==> src/rtl/cu_pkg.sv <==
//------------------------------------------------------------------------------
// Module : cu_pkg
// Brief  : Opcodes, instruction field positions and FSM/decode types for the
//          control-unit sequencer.
// Rev    : 1.0 - initial release
//------------------------------------------------------------------------------
`default_nettype none

package cu_pkg;

  localparam logic [3:0] OP_ALU_MAX = 4'b1010;
  localparam logic [3:0] OP_MOV     = 4'b1011;
  localparam logic [3:0] OP_LDI     = 4'b1100;
  localparam logic [3:0] OP_RDR     = 4'b1101;
  localparam logic [3:0] OP_JMP     = 4'b1110;
  localparam logic [3:0] OP_HLT     = 4'b1111;

  localparam int OP_MSB  = 15;
  localparam int OP_LSB  = 12;
  localparam int RA_MSB  = 11;
  localparam int RA_LSB  = 9;
  localparam int RB_MSB  = 8;
  localparam int RB_LSB  = 6;
  localparam int IMM_MSB = 7;
  localparam int IMM_LSB = 0;

  typedef enum logic [2:0] {
    ST_FETCH  = 3'd0,
    ST_DECODE = 3'd1,
    ST_EXEC   = 3'd2,
    ST_SETTLE = 3'd3,
    ST_HALT   = 3'd4
  } cu_state_e;

  typedef enum logic [2:0] {
    CL_ALU = 3'd0,
    CL_MOV = 3'd1,
    CL_LDI = 3'd2,
    CL_RDR = 3'd3,
    CL_JMP = 3'd4,
    CL_HLT = 3'd5
  } cu_class_e;

  // upd_* mark which EU buses an instruction overwrites; the rest hold.
  typedef struct packed {
    cu_class_e  cls;
    logic [3:0] opcode;
    logic       rd;
    logic       wr;
    logic       upd_ade;
    logic       upd_mov;
    logic       upd_idt;
    logic [2:0] ade;
    logic [2:0] ad_mov;
    logic [7:0] imm;
    logic       jmp_cond;
    logic       jmp_sel;
  } cu_dec_t;

endpackage

`default_nettype wire

==> src/rtl/cu_sequencer_if.sv <==
//------------------------------------------------------------------------------
// Module : cu_sequencer_if
// Brief  : Program-memory fetch handshake, EU control bus and status of the
//          control-unit sequencer.
// Rev    : 1.0 - initial release
//------------------------------------------------------------------------------
`default_nettype none

interface cu_sequencer_if #(
  parameter int PC_W = 8
);
  logic            imem_req;
  logic [PC_W-1:0] imem_addr;
  logic            imem_ack;
  logic [15:0]     imem_data;
  logic [1:0]      flag;
  logic [3:0]      opcode;
  logic            rd;
  logic            wr;
  logic [2:0]      ade_bus;
  logic [2:0]      ad_mov;
  logic [7:0]      idt_bus;
  logic [PC_W-1:0] pc;
  logic            halted;

  modport master (
    output imem_req, imem_addr,
    input  imem_ack, imem_data, flag,
    output opcode, rd, wr, ade_bus, ad_mov, idt_bus, pc, halted
  );

  modport slave (
    input  imem_req, imem_addr,
    output imem_ack, imem_data, flag,
    input  opcode, rd, wr, ade_bus, ad_mov, idt_bus, pc, halted
  );
endinterface

`default_nettype wire

==> src/rtl/cu_decode.sv <==
//------------------------------------------------------------------------------
// Module : cu_decode
// Brief  : Combinational instruction decoder: IR to EU controls, instruction
//          class and jump condition.
// Rev    : 1.0 - initial release
//------------------------------------------------------------------------------
`default_nettype none

module cu_decode
  import cu_pkg::*;
(
  input  logic [15:0] i_ir,
  output cu_dec_t     o_dec
);

  logic [3:0] w_op;

  assign w_op = i_ir[OP_MSB:OP_LSB];

  always_comb begin
    o_dec          = '0;
    o_dec.opcode   = w_op;
    o_dec.ade      = i_ir[RA_MSB:RA_LSB];
    o_dec.ad_mov   = i_ir[RB_MSB:RB_LSB];
    o_dec.imm      = i_ir[IMM_MSB:IMM_LSB];
    // ra[0] enables the condition, ra[1] picks zero or carry
    o_dec.jmp_cond = i_ir[RA_LSB];
    o_dec.jmp_sel  = i_ir[RA_LSB+1];
    if (w_op <= OP_ALU_MAX) begin
      o_dec.cls = CL_ALU;
    end else begin
      case (w_op)
        OP_MOV: begin
          o_dec.cls     = CL_MOV;
          o_dec.upd_ade = 1'b1;
          o_dec.upd_mov = 1'b1;
        end
        OP_LDI: begin
          o_dec.cls     = CL_LDI;
          o_dec.wr      = 1'b1;
          o_dec.upd_ade = 1'b1;
          o_dec.upd_idt = 1'b1;
        end
        OP_RDR: begin
          o_dec.cls     = CL_RDR;
          o_dec.rd      = 1'b1;
          o_dec.upd_ade = 1'b1;
        end
        OP_JMP:  o_dec.cls = CL_JMP;
        default: o_dec.cls = CL_HLT;
      endcase
    end
  end

endmodule

`default_nettype wire

==> src/rtl/cu_sequencer.sv <==
//------------------------------------------------------------------------------
// Module : cu_sequencer
// Brief  : Fetch/decode/execute sequencer driving the EU control bus for one
//          clock per instruction, with conditional jumps and halt.
// Rev    : 1.0 - initial release
//------------------------------------------------------------------------------
`default_nettype none

module cu_sequencer
  import cu_pkg::*;
#(
  parameter int              PC_W   = 8,
  parameter logic [PC_W-1:0] RST_PC = '0
) (
  input  logic            clk_cu,
  input  logic            rst_cu,
  cu_sequencer_if.master  bus
);

  cu_state_e       r_state;
  logic [15:0]     r_ir;
  logic [PC_W-1:0] r_pc;
  logic            r_imem_req;
  logic            r_rd;
  logic            r_wr;
  logic            r_halted;
  logic [3:0]      r_opcode;
  logic [3:0]      r_last_alu;
  logic [2:0]      r_ade;
  logic [2:0]      r_ad_mov;
  logic [7:0]      r_idt;

  cu_dec_t         w_dec;
  logic            w_jmp_taken;
  logic [PC_W-1:0] w_pc_inc;
  logic [PC_W-1:0] w_jmp_target;

  cu_decode u_decode (
    .i_ir  (r_ir),
    .o_dec (w_dec)
  );

  assign w_pc_inc     = r_pc + PC_W'(1);
  assign w_jmp_target = PC_W'(w_dec.imm);
  assign w_jmp_taken  = !w_dec.jmp_cond || bus.flag[w_dec.jmp_sel];

  always_ff @(posedge clk_cu or posedge rst_cu) begin
    if (rst_cu) begin
      r_state    <= ST_FETCH;
      r_ir       <= '0;
      r_pc       <= RST_PC;
      r_imem_req <= 1'b0;
      r_rd       <= 1'b0;
      r_wr       <= 1'b0;
      r_halted   <= 1'b0;
      r_opcode   <= '0;
      r_last_alu <= '0;
      r_ade      <= '0;
      r_ad_mov   <= '0;
      r_idt      <= '0;
    end else begin
      case (r_state)
        ST_FETCH: begin
          // req is low only on the first cycle out of reset
          if (!r_imem_req) begin
            r_imem_req <= 1'b1;
          end else if (bus.imem_ack) begin
            r_ir       <= bus.imem_data;
            r_imem_req <= 1'b0;
            r_state    <= ST_DECODE;
          end
        end
        ST_DECODE: begin
          case (w_dec.cls)
            CL_HLT: begin
              r_halted <= 1'b1;
              r_state  <= ST_HALT;
            end
            CL_JMP: begin
              r_pc       <= w_jmp_taken ? w_jmp_target : w_pc_inc;
              r_imem_req <= 1'b1;
              r_state    <= ST_FETCH;
            end
            default: begin
              r_opcode <= w_dec.opcode;
              r_rd     <= w_dec.rd;
              r_wr     <= w_dec.wr;
              if (w_dec.upd_ade) r_ade    <= w_dec.ade;
              if (w_dec.upd_mov) r_ad_mov <= w_dec.ad_mov;
              if (w_dec.upd_idt) r_idt    <= w_dec.imm;
              if (w_dec.cls == CL_ALU) r_last_alu <= w_dec.opcode;
              r_state  <= ST_EXEC;
            end
          endcase
        end
        ST_EXEC: begin
          r_rd     <= 1'b0;
          r_wr     <= 1'b0;
          r_opcode <= r_last_alu;
          r_pc     <= w_pc_inc;
          if (w_dec.cls == CL_ALU) begin
            r_state <= ST_SETTLE;
          end else begin
            r_imem_req <= 1'b1;
            r_state    <= ST_FETCH;
          end
        end
        ST_SETTLE: begin
          r_imem_req <= 1'b1;
          r_state    <= ST_FETCH;
        end
        ST_HALT: r_state <= ST_HALT;
        default: r_state <= ST_FETCH;
      endcase
    end
  end

  assign bus.imem_req  = r_imem_req;
  assign bus.imem_addr = r_pc;
  assign bus.opcode    = r_opcode;
  assign bus.rd        = r_rd;
  assign bus.wr        = r_wr;
  assign bus.ade_bus   = r_ade;
  assign bus.ad_mov    = r_ad_mov;
  assign bus.idt_bus   = r_idt;
  assign bus.pc        = r_pc;
  assign bus.halted    = r_halted;

endmodule

`default_nettype wire

==> src/flat_wrapper.sv <==
// flat-port wrapper written by rule: the top's interface ports become plain ports
module cu_sequencer_flat import cu_pkg::*;
#(
  parameter int              PC_W   = 8,
  parameter logic [PC_W-1:0] RST_PC = '0
)
  (clk_cu, rst_cu, bus_imem_req, bus_imem_addr, bus_imem_ack, bus_imem_data, bus_flag, bus_opcode, bus_rd, bus_wr, bus_ade_bus, bus_ad_mov, bus_idt_bus, bus_pc, bus_halted);
  cu_sequencer_if #(.PC_W(PC_W)) bus_i ();
  input  logic clk_cu;
  input  logic rst_cu;
  output wire logic [$bits(bus_i.imem_req)-1:0] bus_imem_req;
  output wire logic [$bits(bus_i.imem_addr)-1:0] bus_imem_addr;
  input wire logic [$bits(bus_i.imem_ack)-1:0] bus_imem_ack;
  input wire logic [$bits(bus_i.imem_data)-1:0] bus_imem_data;
  input wire logic [$bits(bus_i.flag)-1:0] bus_flag;
  output wire logic [$bits(bus_i.opcode)-1:0] bus_opcode;
  output wire logic [$bits(bus_i.rd)-1:0] bus_rd;
  output wire logic [$bits(bus_i.wr)-1:0] bus_wr;
  output wire logic [$bits(bus_i.ade_bus)-1:0] bus_ade_bus;
  output wire logic [$bits(bus_i.ad_mov)-1:0] bus_ad_mov;
  output wire logic [$bits(bus_i.idt_bus)-1:0] bus_idt_bus;
  output wire logic [$bits(bus_i.pc)-1:0] bus_pc;
  output wire logic [$bits(bus_i.halted)-1:0] bus_halted;
  assign bus_imem_req = bus_i.imem_req;
  assign bus_imem_addr = bus_i.imem_addr;
  assign bus_i.imem_ack = bus_imem_ack;
  assign bus_i.imem_data = bus_imem_data;
  assign bus_i.flag = bus_flag;
  assign bus_opcode = bus_i.opcode;
  assign bus_rd = bus_i.rd;
  assign bus_wr = bus_i.wr;
  assign bus_ade_bus = bus_i.ade_bus;
  assign bus_ad_mov = bus_i.ad_mov;
  assign bus_idt_bus = bus_i.idt_bus;
  assign bus_pc = bus_i.pc;
  assign bus_halted = bus_i.halted;
  cu_sequencer #(.PC_W(PC_W), .RST_PC(RST_PC)) u_core (.clk_cu(clk_cu), .rst_cu(rst_cu), .bus(bus_i));
endmodule
==> config.mk <==
export PLATFORM = sky130hd
export DESIGN_NAME = cu_sequencer_flat
export DESIGN_NICKNAME = d
export VERILOG_FILES = /design/src/rtl/cu_pkg.sv /design/src/rtl/cu_sequencer_if.sv /design/src/rtl/cu_decode.sv /design/src/rtl/cu_sequencer.sv /design/src/flat_wrapper.sv
export SDC_FILE = /design/constraint.sdc
export NUM_CORES = 1
export LEC_CHECK = 0
export BUFFER_PORTS_ARGS = -buffer_cell sky130_fd_sc_hd__clkbuf_2
export CORE_UTILIZATION = 57
export DETAILED_ROUTE_END_ITERATION = 12
export GPL_TIMING_DRIVEN = 0
export PLACE_DENSITY = 0.95
export SLEW_MARGIN = 30
export SYNTH_ARGS = -nofsm -noshare
export SYNTH_HDL_FRONTEND = slang
export SYNTH_SLANG_ARGS = --single-unit
export TNS_END_PERCENT = 50
==> constraint.sdc <==
create_clock -name clk_cu -period 3.8 [get_ports clk_cu]
set_input_delay 0.38 -clock clk_cu [delete_from_list [all_inputs] [get_ports clk_cu]]
set_output_delay 0.38 -clock clk_cu [all_outputs]
set_load 0.005 [all_outputs]
======== Yosys cells after proc, flatten, opt, wreduce, memory -nomap -nowiden ========
Index checks and enable logic that the tools add are counted.
storage, ports and cells
  output and inout port bits .............. 38
  input bits .............................. 21
  register bits after elaboration ......... 53
  logic and storage cells ................. 77
operators by class
  magnitude comparators ................... 2
  add/sub/neg operators ................... 1
  bitwise operators ....................... 1
  mux-type cells .......................... 28
  reduce and logical (&&, ||, !) cells .... 18
  equal/unequal tests ..................... 15
operators by type and width
  cell                   count
  $pmux W3 S4            2
  $reduce_and A3 Y1      6
  $eq A4 B4 Y1 const B   4
  $mux W8                2
  $pmux W8 S2            1
  $mux W1                12
  $eq A3 B3 Y1 const B   3
  $mux W3                3
  $add A8 B1 Y8 const B  1
  $pmux W4 S2            1
  $reduce_and A2 Y1      4
  $eq A3 B2 Y1 const B   2
  $logic_not A3 Y1       2
  $ne A2 B2 Y1 const B   3
  $pmux W3 S2            1
  $mux W5                1
  $le A4 B4 Y1 const B   1
  $mux W4                1
  $ne A2 B1 Y1 const B   2
  $pmux W1 S2            2
  $pmux W1 S4            1
  $reduce_bool A4 Y1     1
  $eq A3 B1 Y1 const B   1
  $reduce_or A3 Y1       1
  other kinds (7)        7

======== Longest topological paths before layout ========
Gate-level depths: netlist of run 1.
  depth in word-level cells ............... 7
  mapped depth ............................ 6
  mapped depth without buffers ............ 5

======== Cells and area by module ========
A second synthesis of run 1 with hierarchy kept.
unflattened totals
  cell total of the unflattened synthesis .. 231
  area total of the unflattened synthesis .. 2671.3 µm²
modules (own cells, without submodules)
  module        sequential area each (µm²)  area each (µm²)  cells each  instances
  cu_sequencer  1326.3                      2433.6           198         1
  cu_decode     0.0                         237.7            33          1

======== Least setup slack after synthesis of run 1 ========
OpenSTA, ideal clock, no wires.
  path kind ............................... reg2reg
  start point ............................. register u_core.r_state[2]
  end point ............................... register u_core.r_idt[0], in the netlist u_core.bus.idt_bus[0]
  required time ........................... 3.675 ns
  library setup time ...................... 0.125 ns
  period minus slack after synthesis ...... 1.654 ns
  arrival time ............................ 1.529 ns
  path buffers ............................ 1
  path slack .............................. 2.146 ns
  stages on the path, launching flop included .. 6
  cells stage by stage .................... dfrtp_1 -> buf_2 -> nor3b_2 -> nand3_1 -> nor3_4 -> mux2_2
between the ends
  cells in the longest elaborated chain, start to end .. 2
RTL lines
  item                                RTL line            source
  start, declared                     cu_sequencer.sv:20  cu_state_e r_state;
  start signal, assigned              cu_sequencer.sv:49  r_state <= ST_FETCH;
  start signal, assigned              cu_sequencer.sv:70  r_state <= ST_DECODE;
  start signal, assigned              cu_sequencer.sv:77  r_state <= ST_HALT;
  $eq A3 B1 Y1                        cu_sequencer.sv:62  case (r_state)
  $reduce_and A3 Y1 (no source line)  --
  end signal, assigned                cu_sequencer.sv:90  if (w_dec.upd_idt) r_idt <= w_dec.imm;
  end, declared                       cu_sequencer.sv:31  logic [7:0] r_idt;
No other way between the ends.
A chain may end at the register's enable or synchronous reset.

======== Worst setup path after layout of run 1 ========
  start point ............................. register u_core.r_state[2]
  end point ............................... register u_core.r_idt[5], in the netlist u_core.bus.idt_bus[5]
Same word-level chain as after synthesis.

==> qor.txt, run 1 <==
OUTCOME
------------------------------------------------------------------------------------------------------
Status                                                                                       completed

CLOCK NETWORK
------------------------------------------------------------------------------------------------------
Number of sinks on the clock net                                                                    53
Clock tree from TritonCTS                                                                        built
Number of CTS-inserted buffers                                                                       5
CTS-repair resized insts                                                                             0
Post-CTS repair timing setup buffer count                                                            0
Clock Tree Buf Depth                                                                                 2
Clock transition at the register clock pins on the worst setup and hold paths after CTS         100 ps
H-Tree Depth                                                                                         2
Worst skew pair latency                                                                         300 ps
Hold Buf Count CTS                                                                                   0
Root buf cell                                                                                 clkbuf_8

CRITICAL PATH
------------------------------------------------------------------------------------------------------
Data arrival at the endpoint of the critical path                                              2110 ps
Buffers & Inverters on Critical Path                                                                 1
Maximum cell stage delay along the critical path                                                440 ps
Critical Path Start Type                                                                      register
Cells on worst reg2reg path                                                                          5
Crit path capture type                                                                        register
Maximum fanout count along the critical path                                                         9
Critical path's top delay family                                                          simple AND/OR/NAND/NOR gates
Required time at the worst-slack endpoint                                                      3980 ps
Worst R2R Start                                                                           u_core.r_state[2]
Slowest cell on crit path                                                                       nor3_4
R2r endpoint                                                                              u_core.bus.idt_bus[5]
Kind of critical path                                                                       reg -> reg
Cell Chain, Critical Path                                                                 buf_2, nor3b_2, nand3_1, nor3_4, mux2_2
Critical path depth in cells                                                                         5
Register-to-register setup slack                                                               1860 ps

DIE
------------------------------------------------------------------------------------------------------
Core box area                                                                                 4060 um2
Horizontal die dimension                                                                       67.7 um
Count of boundary I/O pins                                                                          59
Starting density of the core                                                                     60.6%
Die outline height                                                                             67.7 um
Row count                                                                                           23
Area of the die                                                                               4580 um2

PWR
------------------------------------------------------------------------------------------------------
LEAKAGE                                                                                        1.45 nW
Worst vdd rail ir drop                                                                          474 uV
Internal Pwr Total                                                                             1.57 mW
Share of total power in combinational logic                                                      45.3%
Fraction of power consumed by the clock network                                                  12.3%
P per Cell Area                                                                             850 nW/um2
PnR Total Power                                                                                2.49 mW
Switching component of the power                                                                917 uW
Register share of total power                                                                    42.4%
Switching Share                                                                                  36.9%

LAYOUT
------------------------------------------------------------------------------------------------------
Proportion of layout cells with a drive suffix above 1                                           45.3%
Fraction of the core area covered by cells at the end of the flow                                72.1%
Layout area overhead                                                                             19.0%
Final nets                                                                                         288
Antenna Cells                                                                                        0

GRT
------------------------------------------------------------------------------------------------------
Global-route wire length before repair                                                         7440 um
Grt total ovfl                                                                                       0
All-layer global routing usage                                                                   21.8%
Pin count of the biggest net entering global routing                                                54
Number of antenna violations at the first check in global routing                                    0
Via count of the first global-routing pass                                                        1572

YOSYS
------------------------------------------------------------------------------------------------------
Cell count after synthesis                                                                         200
Warning count from the yosys run                                                                     0
Post-synthesis net count                                                                           222
Part of the Yosys area used for sequential elements                                              53.9%
FF+latch count, synth                                                                               53
Synth cell types                                                                                    38
Syn Std Cell Area                                                                             2460 um2
Synthesized area per cell                                                                     12.3 um2

STA
------------------------------------------------------------------------------------------------------
Number of max-slew violations in the final report                                                    0
Final TNS setup                                                                                   0 ps
Final setup violation count                                                                          0
Final hold viol count                                                                                0
Worst-Margin Slew                                                                               502 ps
Final worst clock skew                                                                         14.3 ps
Maximum achievable frequency                                                                   516 MHz
Relative slew slack                                                                              66.3%
Final worst path period share                                                                    51.0%
RSZ-0062 raised after global routing                                                             false
PnR worst setup slack                                                                          1860 ps
Hold slack                                                                                      108 ps
Minimum clock period after layout                                                              1940 ps

DRT
------------------------------------------------------------------------------------------------------
Antenna-violating nets left                                                                          0
Routed length per instance                                                                     14.8 um
Number of optimization iterations in the first detailed-route pass                                   4
Detailed-route via count                                                                          1732
Via density per instance                                                                          5.46
Iter 0 DRT Violations                                                                               97
Total Routed Length                                                                            4690 um
DRC viols                                                                                            0

MIN PATH
------------------------------------------------------------------------------------------------------
Class of the most critical hold timing path                                                in -> async

PLACEMENT
------------------------------------------------------------------------------------------------------
Total half-perimeter wirelength after legalization and detailed placement                      3410 um
Placer's final routability congestion estimate                                                   0.784
Post-Place Worst Slack                                                                         1900 ps
Buffers added on ports                                                                              58

FLOW RUN
------------------------------------------------------------------------------------------------------
Number of max-capacitance violations reported                                                        0

registers in the layout, indices dropped and copies added (netlist names), 3 cells and up:
register,cells
u_core.r_ir,16
u_core.r_state,3
u_core.bus.ad_mov,3
u_core.r_last_alu,4
u_core.bus.idt_bus,8
u_core.bus.ade_bus,3
u_core.bus.imem_addr,8
u_core.bus.opcode,4
worst min-delay path, stage by stage:
cell and delay, ps:
clkbuf_2 100, inv_4 60, buf_16 250
layout make-up:
cell class	instances	area, um2
buffer	16	106
clock inverter	1	7.51
timing repair buffer	59	318
tap	50	62.6
multi-input combinational	123	997
inverter	8	32.5
clock buffer	7	76.3
sequential	53	1330
fill	275	1130
worst max-delay path by stage:
stage	startpoint	end	slack, ps
floorplan	rst_cu	u_core.bus.ad_mov[0]	2130
detailed placement	u_core.r_state[2]	u_core.bus.idt_bus[5]	1900
global placement	rst_cu	u_core.r_ir[11]	1540
finish	u_core.r_state[2]	u_core.bus.idt_bus[5]	1860
CTS	u_core.r_state[2]	u_core.bus.idt_bus[5]	1870
global route	u_core.r_state[2]	u_core.bus.idt_bus[5]	1770
through the flow:
step | cells | area (um2)
after floorplan | 200 | 2460
after global placement | 308 | 2810
after detailed placement | 309 | 2840
after CTS | 317 | 2930
after global routing | 317 | 2930
final | 317 | 2930
logic make-up after synthesis:
kind of cell / after synthesis / share of synthesized area (%)
AOI/OAI and AO/OA: 31 / 8.80
adders and majority gates: 1 / 0.509
buffers and inverters: 24 / 5.54
DFF: 53 / 53.9
muxes: 47 / 21.0
and+or+nand+nor: 44 / 10.2
per-layer routing:
| metal | global-route usage (%) | wire, um | vias up |
|---|---|---|---|
| li1 | - | - | 839 |
| met1 | 31.6 | 2200 | 834 |
| met2 | 33.8 | 2230 | 57 |
| met3 | 4.05 | 233 | 2 |
| met4 | 5.05 | 28 | 0 |
| met5 | 0 | 0 | - |
cell usage after synthesis:
cell type | count | area, um2
a21oi_1 | 2 | 10.0
a21oi_2 | 1 | 8.76
a22o_1 | 3 | 26.3
a22oi_1 | 4 | 30.0
a311oi_1 | 1 | 8.76
a31o_2 | 1 | 8.76
a31oi_1 | 1 | 6.26
a32oi_1 | 1 | 8.76
and2_1 | 1 | 6.26
and3_1 | 3 | 18.8
and3b_1 | 1 | 8.76
buf_2 | 4 | 20.0
buf_4 | 9 | 67.6
buf_6 | 1 | 11.3
clkbuf_1 | 2 | 7.51
dfrtp_1 | 53 | 1330
ha_1 | 1 | 12.5
inv_1 | 8 | 30.0
mux2_1 | 4 | 45.0
mux2_2 | 33 | 372
mux2i_1 | 10 | 100
nand2_1 | 11 | 41.3
nand3_1 | 4 | 20.0
nand4_1 | 1 | 6.26
nand4b_1 | 1 | 8.76
nor2_1 | 10 | 37.5
nor3_1 | 6 | 30.0
nor3_4 | 1 | 16.3
nor3b_2 | 1 | 12.5
nor3b_4 | 1 | 18.8
o21a_1 | 1 | 7.51
o21ai_0 | 12 | 60.1
o21ai_4 | 1 | 16.3
o21bai_1 | 1 | 7.51
o22a_1 | 2 | 17.5
or2_2 | 1 | 6.26
or3b_1 | 1 | 8.76
or3b_4 | 1 | 11.3
layout by cell type (no fill, tap or decap), types with 2 or more instances in the layout:
cell	count
mux2_2	33
a22o_1	3
dfrtp_1	53
o21ai_0	12
mux2i_1	10
and3_1	3
a21oi_1	2
buf_2	4
nand2_1	11
o22a_1	2
a22oi_1	4
clkbuf_2	58
nor2_1	10
nor3_1	6
clkbuf_8	5
mux2_1	4
nand3_1	4
buf_4	9
inv_1	7
clkbuf_1	4
power groups by stage:
stage / registers [mW] / clock network [mW] / logic, mW
final: 1.06 / 0.305 / 1.13
after global routing: 1.09 / 0.332 / 1.25
after CTS: 1.05 / 0.309 / 1.13
after detailed placement: 1.07 / 0 / 1.13
after global placement: 1.04 / 0 / 1.08
after floorplan: 1.02 / 0 / 0.788
No activity file was read; power rests on OpenSTA's default activity.
==> inputs of run 2 (changes only) <==
Settings changed: ABC_AREA set to 1, CORE_UTILIZATION 57 to 53, PLACE_DENSITY 0.95 to 0.9.
Clock period 3.8 ns to 1.8 ns, I/O delays scaled along.
==> run 2 against run 1 <==
Area after synthesis increased by 4.2%. Sequential share of layout area shrank 1.9 points. Final cell count increased by 33%. Flip-flop and latch count did not move. Power increased by 120%. Worst hold slack got worse by 13 ps. Clock-buffer cell count is 1 lower. Largest cell class unchanged.
==> qor.txt, run 2 <==
OUTCOME
------------------------------------------------------------------------------------------------------
Status                                                                                       completed

STA
------------------------------------------------------------------------------------------------------
Worst-Margin Slew                                                                               633 ps
Relative slew slack                                                                              57.8%
Final hold viol count                                                                                0
Final setup violation count                                                                          0
Hold slack                                                                                     95.2 ps
Maximum achievable frequency                                                                   669 MHz
Final TNS setup                                                                                   0 ps
Final worst clock skew                                                                         7.06 ps
Minimum clock period after layout                                                              1490 ps
Final worst path period share                                                                    83.0%
PnR worst setup slack                                                                           305 ps
RSZ-0062 raised after global routing                                                             false
Number of max-slew violations in the final report                                                    0

LAYOUT
------------------------------------------------------------------------------------------------------
Number of filler instances in the final layout                                                     372
Fraction of the core area covered by cells at the end of the flow                                67.8%
Max reg flops                                                                                       16
Register ranked first by flip-flop count                                                   u_core.r_ir
Proportion of layout cells with a drive suffix above 1                                           28.3%
Commonest non-fill, non-tap cell in the layout                                                 nand2_1
Layout area overhead                                                                             19.0%
Final nets                                                                                         392
Commonest cells after routing, fill and taps aside                                        nand2_1, clkbuf_2, dfrtp_1, nand3_1, inv_1
Antenna Cells                                                                                        0

YOSYS
------------------------------------------------------------------------------------------------------
Synthesized area per cell                                                                     8.43 um2
Synth cell types                                                                                    25
Synth Area in Compound Gates                                                                     7.96%
Part of the Yosys area used for sequential elements                                              51.7%
Simple-gate portion of the synthesized area                                                      30.3%
FF+latch count, synth                                                                               53
Syn Std Cell Area                                                                             2560 um2
Warning count from the yosys run                                                                     0
Synthesized-area fraction occupied by adder cells                                               0.488%
Post-synthesis net count                                                                           326
EDFF count, synth                                                                                    0
Xor and xnor area share after synthesis                                                         0.342%
Dominant cell type by area after synthesis                                                     dfrtp_1
Cell count after synthesis                                                                         304
Fraction of synthesized area in multiplexers                                                    0.390%
Share of Yosys cell area claimed by the top area cell type                                       51.7%
Prevailing post-synth register cell                                                            dfrtp_1
Library cell with the highest instance count after synthesis                                   nand2_1
Synth cell count leaders                                                                  nand2_1, dfrtp_1, nand3_1
Proportion of register bits with asynchronous set or reset after synthesis                        100%
Ranking of synthesized cells by area                                                      dfrtp_1, nand2_1, nand3_1
Dominant combinational cell family by area after synthesis                                simple AND/OR/NAND/NOR gates

DRT
------------------------------------------------------------------------------------------------------
Antenna-violating nets left                                                                          0
Detailed-route via count                                                                          2183
Number of optimization iterations in the first detailed-route pass                                   4
DRC viols                                                                                            0
Iter 0 DRT Violations                                                                              175
Via density per instance                                                                          5.16
Total Routed Length                                                                            5470 um
Routed length per instance                                                                     12.9 um

PLACEMENT
------------------------------------------------------------------------------------------------------
Placer's final routability congestion estimate                                                   0.838
Post-Place Worst Slack                                                                          335 ps
Total half-perimeter wirelength after legalization and detailed placement                      4000 um
Buffers added on ports                                                                              58

GRT
------------------------------------------------------------------------------------------------------
Global-route wire length before repair                                                         9290 um
All-layer global routing usage                                                                   23.3%
Number of antenna violations at the first check in global routing                                    0
Via count of the first global-routing pass                                                        2119
Grt total ovfl                                                                                       0
Pin count of the biggest net entering global routing                                                54

PWR
------------------------------------------------------------------------------------------------------
P per Cell Area                                                                            1790 nW/um2
PnR Total Power                                                                                5.45 mW
LEAKAGE                                                                                        1.70 nW
Worst vdd rail ir drop                                                                          808 uV

CRITICAL PATH
------------------------------------------------------------------------------------------------------
R2r endpoint                                                                              u_core.bus.idt_bus[0]
Cell Chain, Critical Path                                                                 inv_2, nand2_1, nor2_4, nand4_4, buf_6, nand2_1, o21ai_2
Cells on worst reg2reg path                                                                          7
Kind of critical path                                                                       reg -> reg
Required time at the worst-slack endpoint                                                      2000 ps
Maximum cell stage delay along the critical path                                                430 ps
Critical path's top delay family                                                          simple AND/OR/NAND/NOR gates
Buffers & Inverters on Critical Path                                                                 2
Maximum fanout count along the critical path                                                        10
Slowest cell on crit path                                                                      dfrtp_1
Crit path capture type                                                                        register
Worst R2R Start                                                                           u_core.r_state[1]
Cell repeated most along the worst path                                                        nand2_1
Data arrival at the endpoint of the critical path                                              1690 ps
Critical Path Start Type                                                                      register
Register-to-register setup slack                                                                310 ps

CLOCK NETWORK
------------------------------------------------------------------------------------------------------
Clock Tree Buf Depth                                                                                 2
Root buf cell                                                                                 clkbuf_8
Number of CTS-inserted buffers                                                                       5
Post-CTS repair timing setup buffer count                                                            0
Number of sinks on the clock net                                                                    53
Worst skew pair latency                                                                         310 ps
H-Tree Depth                                                                                         2
Clock tree from TritonCTS                                                                        built
Clock transition at the register clock pins on the worst setup and hold paths after CTS          90 ps
CTS-repair resized insts                                                                             0

DIE
------------------------------------------------------------------------------------------------------
Horizontal die dimension                                                                       71.6 um
Core box area                                                                                 4500 um2
Starting density of the core                                                                     56.9%
Count of boundary I/O pins                                                                          59
Area of the die                                                                               5120 um2
Row count                                                                                           24
Die outline height                                                                             71.6 um

MIN PATH
------------------------------------------------------------------------------------------------------
Class of the most critical hold timing path                                                  in -> reg
HP Start                                                                                  bus_imem_data[11]
End point of the most critical hold path                                                  u_core.r_ir[11]
Hold Path Depth                                                                                      3

FLOW RUN
------------------------------------------------------------------------------------------------------
Number of max-capacitance violations reported                                                        0

-- run 2: cell count changes in the layout (fill, tap and decap cells not counted), sizes merged, moves of 8 or more --
cell and delta:
inv +24, mux2i -9, o21ai +8, nand3 +33, nor2 +12, mux2 -37
a21oi +10, nand2 +93
-- run 2: metal layers --
layer	share of wire, %	global-route usage [%]
met1	44	29.9
met2	49	39.9
met3	4.8	3.80
met4	1.5	8.93
met5	0	0
-- run 2: power by group --
part | leakage, nW | internal [mW] | switching (mW) | total [mW]
sequential | 0.653 | 1.72 | 0.422 | 2.14
clock | 0.0574 | 0.452 | 0.390 | 0.842
combinational | 0.984 | 1.02 | 1.45 | 2.47
total | 1.70 | 3.19 | 2.26 | 5.45
-- run 2: cell families after synthesis --
kind of cell	count (synthesis)
AND/OR/NAND/NOR	170
flip-flops	53
buffers and inverters	44
AO/OA/AOI/OAI	34
XOR/XNOR	1
multiplexers	1
adder cells (fa/ha/maj)	1
-- run 2: worst min-delay path: stages --
cell and delay (ps):
clkbuf_2 80, nand3_1 70, nand2_1 50
-- run 2: worst max path at each step --
stage	startpoint	to	slack [ps]	cells past startpoint
detailed placement	u_core.r_state[1]	u_core.bus.idt_bus[0]	330	7
global route	u_core.r_state[1]	u_core.bus.idt_bus[0]	220	7
CTS	u_core.r_state[1]	u_core.bus.idt_bus[0]	310	7
floorplan	rst_cu	u_core.bus.ad_mov[0]	330	1
finish	u_core.r_state[1]	u_core.bus.idt_bus[0]	310	7
global placement	rst_cu	u_core.bus.idt_bus[6]	-250	2
-- run 2: repair_timing --
action,4_1_cts,5_1_grt
setup endpoints to repair,0,0
hold endpoints to repair,53,0
hold buffers,1,0
-- run 2: final cells by class --
cell class	instances	area, um2	share of cell area [%]
buffer	12	105	3.44
clock buffer	6	82.6	2.71
clock inverter	2	37.5	1.23
inverter	32	123	4.02
multi-input combinational	207	1010	33.2
sequential	53	1330	43.5
tap	52	65.1	2.13
timing repair buffer	59	300	9.84
-- run 2: stage by stage --
| stage | cell area (um2) | std cells |
|---|---|---|
| floorplan | 2560 | 304 |
| global placement | 2920 | 414 |
| detailed placement | 2920 | 414 |
| CTS | 3050 | 423 |
| global route | 3050 | 423 |
| finish | 3050 | 423 |
